File: config.mk
export PLATFORM = sky130hd
export DESIGN_NAME = spi_reg_bridge_flat
export DESIGN_NICKNAME = d
export VERILOG_FILES = /design/src/rtl/spi_reg_bridge_if.sv /design/src/rtl/spi_reg_bridge.sv /design/src/flat_wrapper.sv
export SDC_FILE = /design/constraint.sdc
export NUM_CORES = 1
export LEC_CHECK = 0
export CORE_MARGIN = 4
export CORE_UTILIZATION = 52
export CTS_CLUSTER_SIZE = 30
export DETAILED_ROUTE_END_ITERATION = 8
export PLACE_DENSITY = 0.79
export SYNTH_ARGS = -nofsm -noshare
export SYNTH_HDL_FRONTEND = slang
export SYNTH_SLANG_ARGS = --single-unit
File: constraint.sdc
create_clock -name clk -period 1.85 [get_ports clk]
set_input_delay 0.37 -clock clk [delete_from_list [all_inputs] [get_ports clk]]
set_output_delay 0.37 -clock clk [all_outputs]
set_load 0.03 [all_outputs]
File: src/rtl/spi_reg_bridge_if.sv
// SPI pin and register-bus bundle for spi_reg_bridge.
// The bridge uses the slave modport. The master modport is the environment:
// the external SPI master together with the register file.
//
// Handshake: the register side has no backpressure.
//  - wr_en is a single-cycle strobe. addr and wr_data qualify it in the same cycle.
//  - rd_req is a single-cycle strobe for addr.
//  - The responder registers rd_data on the clock edge that sees rd_req.
//    The bridge captures rd_data on the following edge.
//  - wr_en and rd_req are never high together.
// dbg_state exposes the bridge FSM encoding:
//  0 = IDLE, 1 = CMD, 2 = WDATA, 3 = RDATA.
interface spi_reg_bridge_if #(
    parameter int DATA_W = 8,
    parameter int ADDR_W = 7
);
    logic              sclk;
    logic              cs_n;
    logic              mosi;
    logic              miso;
    logic              miso_oe;
    logic [ADDR_W-1:0] addr;
    logic              wr_en;
    logic [DATA_W-1:0] wr_data;
    logic              rd_req;
    logic [DATA_W-1:0] rd_data;
    logic              busy;
    logic              frame_err;
    logic [1:0]        dbg_state;

    modport slave (
        input  sclk, cs_n, mosi, rd_data,
        output miso, miso_oe, addr, wr_en, wr_data, rd_req, busy, frame_err, dbg_state
    );

    modport master (
        output sclk, cs_n, mosi, rd_data,
        input  miso, miso_oe, addr, wr_en, wr_data, rd_req, busy, frame_err, dbg_state
    );
endinterface

File: src/rtl/spi_reg_bridge.sv
// SPI slave to register-bus bridge with burst access.
//
// Frame layout:
//  - A frame opens with a command word.
//    Bit DATA_W-1 selects the direction: 1 = read, 0 = write.
//    The low ADDR_W bits give the start address.
//  - Data words follow the command word.
//  - The address auto-increments after each data word and wraps to 0.
//
// Timing and configuration:
//  - sclk, cs_n and mosi are oversampled in the clk domain.
//  - Word width, SPI mode (CPOL/CPHA) and bit order are parameters.
//  - Optional feature macro: SPI_REG_BRIDGE_FRAMEERR_EN.
//    When it is defined, frame_err flags frames that end mid-word.
module spi_reg_bridge #(
    parameter int DATA_W      = 8,
    parameter int ADDR_W      = 7,
    parameter int CPOL        = 0,
    parameter int CPHA        = 0,
    parameter int MSB_FIRST   = 1,
    parameter int SYNC_STAGES = 2
) (
    input  logic            clk,
    input  logic            rst_n,
    spi_reg_bridge_if.slave bus
);
    localparam int              CNT_W     = $clog2(DATA_W + 1);
    localparam logic [CNT_W-1:0] LAST_BIT = CNT_W'(DATA_W - 1);
    localparam logic            SCLK_IDLE = (CPOL != 0);

    typedef enum logic [1:0] {
        IDLE  = 2'd0,
        CMD   = 2'd1,
        WDATA = 2'd2,
        RDATA = 2'd3
    } state_t;

    // Synchroniser chains and edge-detect history.
    logic [SYNC_STAGES-1:0] sclk_sync_q, sclk_sync_d;
    logic [SYNC_STAGES-1:0] cs_sync_q, cs_sync_d;
    logic [SYNC_STAGES-1:0] mosi_sync_q, mosi_sync_d;
    logic                   sclk_prev_q, sclk_prev_d;
    logic                   cs_prev_q, cs_prev_d;

    // Frame state.
    state_t            state_q, state_d;
    logic [CNT_W-1:0]  bit_cnt_q, bit_cnt_d;
    logic [DATA_W-1:0] rx_q, rx_d;
    logic [DATA_W-1:0] tx_q, tx_d;
    logic              miso_q, miso_d;
    logic [ADDR_W-1:0] addr_q, addr_d;
    logic              wr_en_q, wr_en_d;
    logic [DATA_W-1:0] wr_data_q, wr_data_d;
    logic              rd_req_q, rd_req_d;
    logic              rd_load_q, rd_load_d;
    logic              inc_pend_q, inc_pend_d;

    logic              sclk_s, cs_s, mosi_s;
    logic              sclk_rise, sclk_fall, lead_edge, trail_edge;
    logic              sample_edge, shift_edge, cs_fall, cs_rise, word_done;
    logic [DATA_W-1:0] rx_word, tx_shifted;
    logic              tx_bit;

    assign sclk_s = sclk_sync_q[SYNC_STAGES-1];
    assign cs_s   = cs_sync_q[SYNC_STAGES-1];
    assign mosi_s = mosi_sync_q[SYNC_STAGES-1];

    assign sclk_rise   = sclk_s & ~sclk_prev_q;
    assign sclk_fall   = ~sclk_s & sclk_prev_q;
    assign lead_edge   = SCLK_IDLE ? sclk_fall : sclk_rise;
    assign trail_edge  = SCLK_IDLE ? sclk_rise : sclk_fall;
    assign sample_edge = (CPHA != 0) ? trail_edge : lead_edge;
    assign shift_edge  = (CPHA != 0) ? lead_edge : trail_edge;
    assign cs_fall     = cs_prev_q & ~cs_s;
    assign cs_rise     = ~cs_prev_q & cs_s;
    assign word_done   = sample_edge && (bit_cnt_q == LAST_BIT);

    assign rx_word    = (MSB_FIRST != 0) ? {rx_q[DATA_W-2:0], mosi_s} : {mosi_s, rx_q[DATA_W-1:1]};
    assign tx_bit     = (MSB_FIRST != 0) ? tx_q[DATA_W-1] : tx_q[0];
    assign tx_shifted = (MSB_FIRST != 0) ? {tx_q[DATA_W-2:0], 1'b0} : {1'b0, tx_q[DATA_W-1:1]};

    // Shift the pins through the synchronisers and remember the last synchronised levels.
    always_comb begin
        sclk_sync_d = {sclk_sync_q[SYNC_STAGES-2:0], bus.sclk};
        cs_sync_d   = {cs_sync_q[SYNC_STAGES-2:0], bus.cs_n};
        mosi_sync_d = {mosi_sync_q[SYNC_STAGES-2:0], bus.mosi};
        sclk_prev_d = sclk_s;
        cs_prev_d   = cs_s;
    end

    // Frame FSM: command decode, write/read bursts, and chip-select abort.
    always_comb begin
        state_d    = state_q;
        bit_cnt_d  = bit_cnt_q;
        rx_d       = rx_q;
        tx_d       = tx_q;
        miso_d     = miso_q;
        addr_d     = addr_q;
        wr_en_d    = 1'b0;
        wr_data_d  = wr_data_q;
        rd_req_d   = 1'b0;
        rd_load_d  = rd_req_q;
        inc_pend_d = 1'b0;

        if (inc_pend_q) begin
            addr_d = addr_q + 1'b1;
        end
        if (rd_load_q) begin
            tx_d = bus.rd_data;
        end

        case (state_q)
            IDLE: begin
                if (cs_fall) begin
                    state_d   = CMD;
                    bit_cnt_d = '0;
                    rx_d      = '0;
                end
            end
            CMD: begin
                if (sample_edge) begin
                    rx_d = rx_word;
                    if (word_done) begin
                        bit_cnt_d = '0;
                        addr_d    = rx_word[ADDR_W-1:0];
                        if (rx_word[DATA_W-1]) begin
                            state_d  = RDATA;
                            rd_req_d = 1'b1;
                        end else begin
                            state_d = WDATA;
                        end
                    end else begin
                        bit_cnt_d = bit_cnt_q + 1'b1;
                    end
                end
            end
            WDATA: begin
                if (sample_edge) begin
                    rx_d = rx_word;
                    if (word_done) begin
                        bit_cnt_d  = '0;
                        wr_data_d  = rx_word;
                        wr_en_d    = 1'b1;
                        inc_pend_d = 1'b1;
                    end else begin
                        bit_cnt_d = bit_cnt_q + 1'b1;
                    end
                end
            end
            RDATA: begin
                // Word boundaries follow the master's sample edges.
                // The next word is fetched well before the following shift edge.
                if (shift_edge) begin
                    miso_d = tx_bit;
                    tx_d   = tx_shifted;
                end
                if (sample_edge) begin
                    if (word_done) begin
                        bit_cnt_d = '0;
                        addr_d    = addr_q + 1'b1;
                        rd_req_d  = 1'b1;
                    end else begin
                        bit_cnt_d = bit_cnt_q + 1'b1;
                    end
                end
            end
            default: state_d = IDLE;
        endcase

        // A completing write word still issues wr_en.
        // Any read prefetch is dropped.
        if (cs_rise && state_q != IDLE) begin
            state_d   = IDLE;
            bit_cnt_d = '0;
            miso_d    = 1'b0;
            rd_req_d  = 1'b0;
        end
    end

    // Register all state.
    // The cs chain resets low so a select held low through reset never looks like a fresh frame start.
    always_ff @(posedge clk) begin
        if (!rst_n) begin
            sclk_sync_q <= {SYNC_STAGES{SCLK_IDLE}};
            cs_sync_q   <= '0;
            mosi_sync_q <= '0;
            sclk_prev_q <= SCLK_IDLE;
            cs_prev_q   <= 1'b0;
            state_q     <= IDLE;
            bit_cnt_q   <= '0;
            rx_q        <= '0;
            tx_q        <= '0;
            miso_q      <= 1'b0;
            addr_q      <= '0;
            wr_en_q     <= 1'b0;
            wr_data_q   <= '0;
            rd_req_q    <= 1'b0;
            rd_load_q   <= 1'b0;
            inc_pend_q  <= 1'b0;
        end else begin
            sclk_sync_q <= sclk_sync_d;
            cs_sync_q   <= cs_sync_d;
            mosi_sync_q <= mosi_sync_d;
            sclk_prev_q <= sclk_prev_d;
            cs_prev_q   <= cs_prev_d;
            state_q     <= state_d;
            bit_cnt_q   <= bit_cnt_d;
            rx_q        <= rx_d;
            tx_q        <= tx_d;
            miso_q      <= miso_d;
            addr_q      <= addr_d;
            wr_en_q     <= wr_en_d;
            wr_data_q   <= wr_data_d;
            rd_req_q    <= rd_req_d;
            rd_load_q   <= rd_load_d;
            inc_pend_q  <= inc_pend_d;
        end
    end

`ifdef SPI_REG_BRIDGE_FRAMEERR_EN
    logic frame_err_q, frame_err_d;

    // Sticky flag: set when a frame ends mid-word, cleared when the next frame opens.
    always_comb begin
        frame_err_d = frame_err_q;
        if (state_q == IDLE && cs_fall) begin
            frame_err_d = 1'b0;
        end else if (state_q != IDLE && cs_rise && bit_cnt_q != '0 && !word_done) begin
            frame_err_d = 1'b1;
        end
    end

    // Register the framing error flag.
    always_ff @(posedge clk) begin
        if (!rst_n) begin
            frame_err_q <= 1'b0;
        end else begin
            frame_err_q <= frame_err_d;
        end
    end

    assign bus.frame_err = frame_err_q;
`else
    assign bus.frame_err = 1'b0;
`endif

    assign bus.miso      = miso_q;
    assign bus.miso_oe   = (state_q == RDATA);
    assign bus.addr      = addr_q;
    assign bus.wr_en     = wr_en_q;
    assign bus.wr_data   = wr_data_q;
    assign bus.rd_req    = rd_req_q;
    assign bus.busy      = (state_q != IDLE);
    assign bus.dbg_state = state_q;
endmodule
File: src/flat_wrapper.sv
// flat-port wrapper written by rule: the top's interface ports become plain ports
module spi_reg_bridge_flat 
#(
    parameter int DATA_W      = 8,
    parameter int ADDR_W      = 7,
    parameter int CPOL        = 0,
    parameter int CPHA        = 0,
    parameter int MSB_FIRST   = 1,
    parameter int SYNC_STAGES = 2
)
  (clk, rst_n, bus_sclk, bus_cs_n, bus_mosi, bus_rd_data, bus_miso, bus_miso_oe, bus_addr, bus_wr_en, bus_wr_data, bus_rd_req, bus_busy, bus_frame_err, bus_dbg_state);
  spi_reg_bridge_if #(.DATA_W(DATA_W), .ADDR_W(ADDR_W)) bus_i ();
  input  logic clk;
  input  logic rst_n;
  input wire logic [$bits(bus_i.sclk)-1:0] bus_sclk;
  input wire logic [$bits(bus_i.cs_n)-1:0] bus_cs_n;
  input wire logic [$bits(bus_i.mosi)-1:0] bus_mosi;
  input wire logic [$bits(bus_i.rd_data)-1:0] bus_rd_data;
  output wire logic [$bits(bus_i.miso)-1:0] bus_miso;
  output wire logic [$bits(bus_i.miso_oe)-1:0] bus_miso_oe;
  output wire logic [$bits(bus_i.addr)-1:0] bus_addr;
  output wire logic [$bits(bus_i.wr_en)-1:0] bus_wr_en;
  output wire logic [$bits(bus_i.wr_data)-1:0] bus_wr_data;
  output wire logic [$bits(bus_i.rd_req)-1:0] bus_rd_req;
  output wire logic [$bits(bus_i.busy)-1:0] bus_busy;
  output wire logic [$bits(bus_i.frame_err)-1:0] bus_frame_err;
  output wire logic [$bits(bus_i.dbg_state)-1:0] bus_dbg_state;
  assign bus_i.sclk = bus_sclk;
  assign bus_i.cs_n = bus_cs_n;
  assign bus_i.mosi = bus_mosi;
  assign bus_i.rd_data = bus_rd_data;
  assign bus_miso = bus_i.miso;
  assign bus_miso_oe = bus_i.miso_oe;
  assign bus_addr = bus_i.addr;
  assign bus_wr_en = bus_i.wr_en;
  assign bus_wr_data = bus_i.wr_data;
  assign bus_rd_req = bus_i.rd_req;
  assign bus_busy = bus_i.busy;
  assign bus_frame_err = bus_i.frame_err;
  assign bus_dbg_state = bus_i.dbg_state;
  spi_reg_bridge #(.DATA_W(DATA_W), .ADDR_W(ADDR_W), .CPOL(CPOL), .CPHA(CPHA), .MSB_FIRST(MSB_FIRST), .SYNC_STAGES(SYNC_STAGES)) u_core (.clk(clk), .rst_n(rst_n), .bus(bus_i));
endmodule
==> results of run 1 <==
-- flip-flops by register name (all words and copies together), names as in the netlist, 2 cells and up --
register,cells
u_core.bit_cnt_q,4
u_core.bus.addr,7
u_core.bus.dbg_state,2
u_core.bus.wr_data,8
u_core.cs_sync_q,2
u_core.mosi_sync_q,2
u_core.rx_q,7
u_core.sclk_sync_q,2
u_core.tx_q,8
-- metrics by stage --
stage / utilization [%] / power, mW
global placement: 65.0 / 1.32
detailed placement: 65.0 / 1.33
global route: 68.3 / 2.14
floorplan: - / 1.23
finish: 68.3 / 2.05
CTS: 67.7 / 2.06
-- logic make-up after synthesis --
| logic type | Yosys count |
|---|---|
| compound gates | 59 |
| xor+xnor | 6 |
| fa+ha+maj | 7 |
| buf+inv | 22 |
| flops | 48 |
| mux | 12 |
| other cells | 1 |
| simple gates | 96 |
-- per-layer routing --
metal / global-route usage [%] / up-vias / share of wire [%]
met4: 8.20 / 0 / 1.3
met1: 27.0 / 869 / 47
li1: - / 968 / -
met3: 5.79 / 6 / 6.6
met2: 28.9 / 54 / 45
met5: 0 / - / 0
-- area by class of cell --
| cell class | count | area [um^2] |
|---|---|---|
| Inverter | 6 | 22.5 |
| Tap cell | 50 | 62.6 |
| Clock inverter | 2 | 35.0 |
| Fill cell | 329 | 1290 |
| Sequential cell | 48 | 963 |
| Multi-Input combinational cell | 181 | 1170 |
| Clock buffer | 6 | 72.6 |
| Timing Repair Buffer | 46 | 443 |
-- power breakdown --
group | switching [mW] | internal [mW]
clock network | 0.339 | 0.401
logic | 0.138 | 0.113
registers | 0.0131 | 1.05
-- layout by cell type, fill, tap and decap left out, types with 3 or more instances in the layout --
master	instances
inv_1	5
nand2b_1	3
nand3_1	21
o21ai_0	8
a31oi_1	5
clkbuf_8	5
mux2i_1	10
clkdlybuf4s50_1	30
a211oi_1	9
or4_1	3
and2_1	10
a22oi_1	4
nand3b_1	3
nor3_1	3
nand2_1	23
a21oi_1	20
ha_1	4
nor2_1	17
dfxtp_1	46
a22o_1	3
buf_4	13
xnor2_1	5
nand4b_1	3
-- final timing paths --
path                           start               endpoint  slack (ns)  cells after the start
max               u_core.bus.addr[6]            bus_addr[6]        0.07                      1
min            u_core.sclk_sync_q[0]  u_core.sclk_sync_q[1]        0.44                      1
max reg2reg  u_core.bus.dbg_state[1]     u_core.bus.addr[6]        0.15                      5
min reg2reg    u_core.sclk_sync_q[0]  u_core.sclk_sync_q[1]        0.44                      1
-- timing repair --
item | 4_1_cts | 5_1_grt
setup buffers | 0 | 0
endpoints found under the setup margin | 0 | 6
gates resized for setup | 0 | 6
hold buffers | 0 | 0
==> key figures, run 1 <==
Die
  – I/O pin cnt: 36
  – # rows: 23
  – Die boundary width: 73.0 um
  – Full die area: 5330 um^2
  – Die height: 73.0 um
  – CORE AREA: 4060 um^2
  – Initial core utilization: 54.2%

Placement
  – Number of buffers added on ports: 34
  – Estimated wirelength of the detail-placed design: 3.47 mm
  – Dpl cells: 331
  – Pre-CTS WS: 0.0979 ns
  – Placement Cell Area: 2640 um^2
  – GPL Wtd Cong: 0.813

Synth
  – Mean Syn Cell Area: 8.76 um^2
  – Area leader, netlist: dfxtp_1
  – Post-Synth Adder-Cell Area: 3.98%
  – Number of synthesized register bits: 48
  – Ys async rst share: 0%
  – Post-synthesis cell type count: 44
  – Syn Nets: 271
  – Post-synth design cell area: 2200 um^2
  – Synthesized instance count: 251
  – Commonest cells in the netlist: 48 x dfxtp_1, 23 x nand2_1, 22 x nand3_1
  – Post-synthesis compound-gate area fraction: 17.6%
  – Synth Area in Simple Gates: 22.5%
  – Synth top area cells: dfxtp_1 44%, nand3_1 5.0%, a21oi_1 4.6%
  – Register area share after synthesis: 43.7%
  – Mux share of post-synthesis cell area: 5.58%
  – Count leader, synth: dfxtp_1
  – Top cell type's share of synthesized area: 43.7%
  – Post-synth EDFFs: 0
  – Post-synthesis xor/xnor area fraction: 2.39%
  – Post-synth top flop: dfxtp_1
  – Largest family of logic cells by synthesized area: simple AND/OR/NAND/NOR gates
  – Number of synthesis warnings: 0

Global routing
  – GRT Residual Overflow: 0
  – Wire length of the first global-routing pass: 8.22 mm
  – Largest net degree at the start of global routing: 27
  – Vias in the first global route: 1733
  – Initial antenna violation count: 0
  – Total global-route track usage: 19.7%

Worst setup path
  – Crit path launch type: register
  – CP max stage delay: 0.70 ns
  – Top fanout value on the critical path: 5
  – Critical Path End Type: output pin
  – Worst path bufs/invs: 1
  – Kind of critical path: register to output pin
  – Req. time, crit path: 1.48 ns
  – Crit-path leading delay family: buffers and inverters
  – Arr. time, crit path: 1.41 ns
  – Slowest-stage cell, CP: clkdlybuf4s50_1
  – CP cell instances: clkdlybuf4s50_1

CTS
  – Cts bufs inserted: 5
  – Root Driver: clkbuf_8
  – CTS tree: done
  – CTS max path bufs: 2
  – Clock Pin Slew Worst Setup and Hold Paths: 0.09 ns
  – Htree depth: 2
  – Clk_lat worst skew: 0.31 ns
  – Sink Count: 48

Pwr
  – PwrDens: 740 nW/um^2
  – Pleak: 1.04 nW
  – Maximum resistive drop on vdd: 0.490 mV

STA
  – RSZ-0062 raised after global routing: yes
  – Sum of negative setup slack: 0 ns
  – Min Hold Slack: 0.437 ns
  – Final Cycle Share: 96.3%
  – Fin worst setup slack: 0.0691 ns
  – Slew Limit Fails: 0
  – Clock Skew: 0.0107 ns
  – Max frequency: 562 MHz
  – Setup Viol. Count Final: 0
  – Final hold viol count: 0
  – Crit path time final: 1.78 ns

Route
  – DR WL/cell: 14.4 um
  – DRC: 0
  – Routed WL: 4.90 mm
  – Via/cell ratio: 5.60
  – Routed Antenna Nets: 0
  – Vias: 1897
  – DRT iter0 DRCs: 165
  – Drt pass-1 iters: 4

Final layout
  – Layout cells sized above 1: 11.1%
  – Design area: 2770 um^2
  – Area Growth Syn to Fin: 26.0%
  – Non-filler cells, final: 339
  – Antenna Cells: 0
  – Final nets: 308

Flow run
  – Total of max-cap violations: 0

Hold path
  – Worst hold path class: register to register

Outcome
  – Status: finished clean
Note: power is estimated with default switching activity, not from simulation.
==> run 2: changes to the inputs <==
--- a/config.mk
+++ b/config.mk
@@ -7,9 +7,11 @@
 export LEC_CHECK = 0
 export CORE_MARGIN = 4
 export CORE_UTILIZATION = 52
+export CTS_CLUSTER_DIAMETER = 200
 export CTS_CLUSTER_SIZE = 30
 export DETAILED_ROUTE_END_ITERATION = 8
 export PLACE_DENSITY = 0.79
+export SLEW_MARGIN = 25
 export SYNTH_ARGS = -nofsm -noshare
 export SYNTH_HDL_FRONTEND = slang
 export SYNTH_SLANG_ARGS = --single-unit
==> results of run 2 <==
Final layout, timing and power as in run 1 (identical DEF).
==> RTL edit, RTL diff (settings of run 1) <==
`CPOL` is set to 0 in 2 places; all go to 1.
--- a/src/rtl/spi_reg_bridge.sv
+++ b/src/rtl/spi_reg_bridge.sv
@@ -17,3 +17,3 @@
     parameter int ADDR_W      = 7,
-    parameter int CPOL        = 0,
+    parameter int CPOL        = 1,
     parameter int CPHA        = 0,
--- a/src/flat_wrapper.sv
+++ b/src/flat_wrapper.sv
@@ -5,3 +5,3 @@
     parameter int ADDR_W      = 7,
-    parameter int CPOL        = 0,
+    parameter int CPOL        = 1,
     parameter int CPHA        = 0,
Check against the original RTL: no difference found for any inputs over 10 cycles, from zero or initial values and one cycle with rst_n low; that may be too few to reach the edited logic, so the function may still have changed.
==> RTL edit against run 1 <==
- clock power hardly changed
- sequential share of layout area is 0.46 points lower
- sequential cell count stayed put
- first-iteration DRC count is 16% lower
- count of clock-buffer cells in the layout stayed put
- critical path depth stayed put
- global-route usage is 1.0 points lower
- fmax is 0.53% higher
- final area is 1.4% higher
- register-to-register slack better by 20 ps
- wire length is 2.3% lower
- power is 0.29% higher
- largest cell class unchanged
- synthesized area is 3.2% higher
- worst setup slack better by 9.4 ps
==> RTL edit: results (changes against run 1) <==
Peak supply drop - 0.000547 V (was 0.000490 V)
share of total power in sequential cells - 51.3% (was 51.7%)
R2R depth - 5 (unchanged)
Post-Syn Nets - 268 (was 271)
buffer depth of the longest clock path - 2 (unchanged)
Cells after Synth - 248 (was 251)
routed metal-1 wire length - 2310 um (was 2280 um)
clk_skew - 4.49 ps (was 10.7 ps)
Post-synth EDFFs - 0 (unchanged)
FILL cells - 352 (was 329)
DP Wirelength - 3460 um (was 3470 um)
WL per Instance - 14.3 um (was 14.4 um)
dpl cells - 327 (was 331)
final net count - 304 (was 308)
Psw - 0.000502 W (was 0.000489 W)
layout cells sized above 1 - 11.2% (was 11.1%)
top cells by area, synth - dfxtp_1 (42%), mux2i_1 (5.7%), nand2_1 (4.1%) (was dfxtp_1 (44%), nand3_1 (5.0%), a21oi_1 (4.6%))
met2 WL - 2170 um (was 2230 um)
Hold Path Class - reg -> reg (unchanged)
initial drt markers - 139 (was 165)
Worst path max stage delay - 690 ps
share of the yosys chip area belonging to registers - 42.3% (was 43.7%)
post-synth cell types - 45 (was 44)
synth cell count leaders - dfxtp_1 (48), nand2_1 (25), nand3_1 (14) (was dfxtp_1 (48), nand2_1 (23), nand3_1 (22))
vias in the first global route - 1,812 (was 1,733)
P_leak - 1.17 nW (was 1.04 nW)
routed length on met3 - 253 um (was 324 um)
GR Util All Layers - 18.7% (was 19.7%)
Post-DP Area - 2690 um2 (was 2640 um2)
final wirelength - 4780 um (was 4900 um)
CP delay by family, top - buffers and inverters (unchanged)
status - finished clean (unchanged)
Core Util, Final - 68.2% (was 68.3%)
Routability Congestion - 0.843 (was 0.813)
critical path fanouts, max - 4 (was 5)
pre-CTS WS - 168 ps (was 97.9 ps)
Power Combinational - 0.000258 W (was 0.000251 W)
first-pass GRT wire length - 8140 um (was 8220 um)
worst hold stages - 1 (unchanged)
via count - 1,907 (was 1,897)
TritonRoute pass-1 iters - 4 (unchanged)
-- RTL edit: changes by cell type after synthesis, moves of 4 or more --
cell,before,now
a211oi_1,9,1
a21boi_0,0,11
o22ai_1,0,4
nor2b_1,1,7
a21oi_1,20,8
a31oi_1,5,0
nor2_1,17,12
nand3_1,22,14
o211a_1,0,7
and2_1,10,6
-- RTL edit: logic make-up (layout without fill, tap and decap cells) --
logic type	after synthesis	count (layout)	share of synthesized area [%]
XOR/XNOR	8	8	3.09
adder cells (fa/ha/maj)	7	7	3.86
multiplexers	16	16	7.39
AND/OR/NAND/NOR	90	90	20.5
flip-flops	48	48	42.3
other	1	1	0.165
buffers and inverters	23	60	4.35
AO/OA/AOI/OAI	55	55	18.4
-- RTL edit: metal layers --
metal	global-route usage, %	vias to the layer above
li1	-	949
met1	25.4	902
met2	28.9	50
met3	4.46	6
met4	7.04	0
met5	0	-
-- RTL edit: area by class of cell --
cell class / instances / share of cell area [%]
Multi-Input combinational cell: 177 / 43.4
Clock inverter: 2 / 1.25
Sequential cell: 48 / 34.3
Inverter: 6 / 0.802
Clock buffer: 6 / 2.58
Timing Repair Buffer: 46 / 15.4
Tap cell: 50 / 2.23
-- RTL edit: path summary, 6_finish.rpt --
kind | startpoint | end | slack [ps]
max | u_core.bus.addr[4] | bus_addr[4] | 80
min | u_core.sclk_sync_q[0] | u_core.sclk_sync_q[1] | 420
max reg2reg | u_core.bit_cnt_q[0] | u_core.bus.dbg_state[0] | 170
min reg2reg | u_core.sclk_sync_q[0] | u_core.sclk_sync_q[1] | 420
-- RTL edit: what timing repair did --
item,4_1_cts,5_1_grt
buffers inserted,0,0
endpoints found under the setup margin,1,4
gates resized for setup,1,4
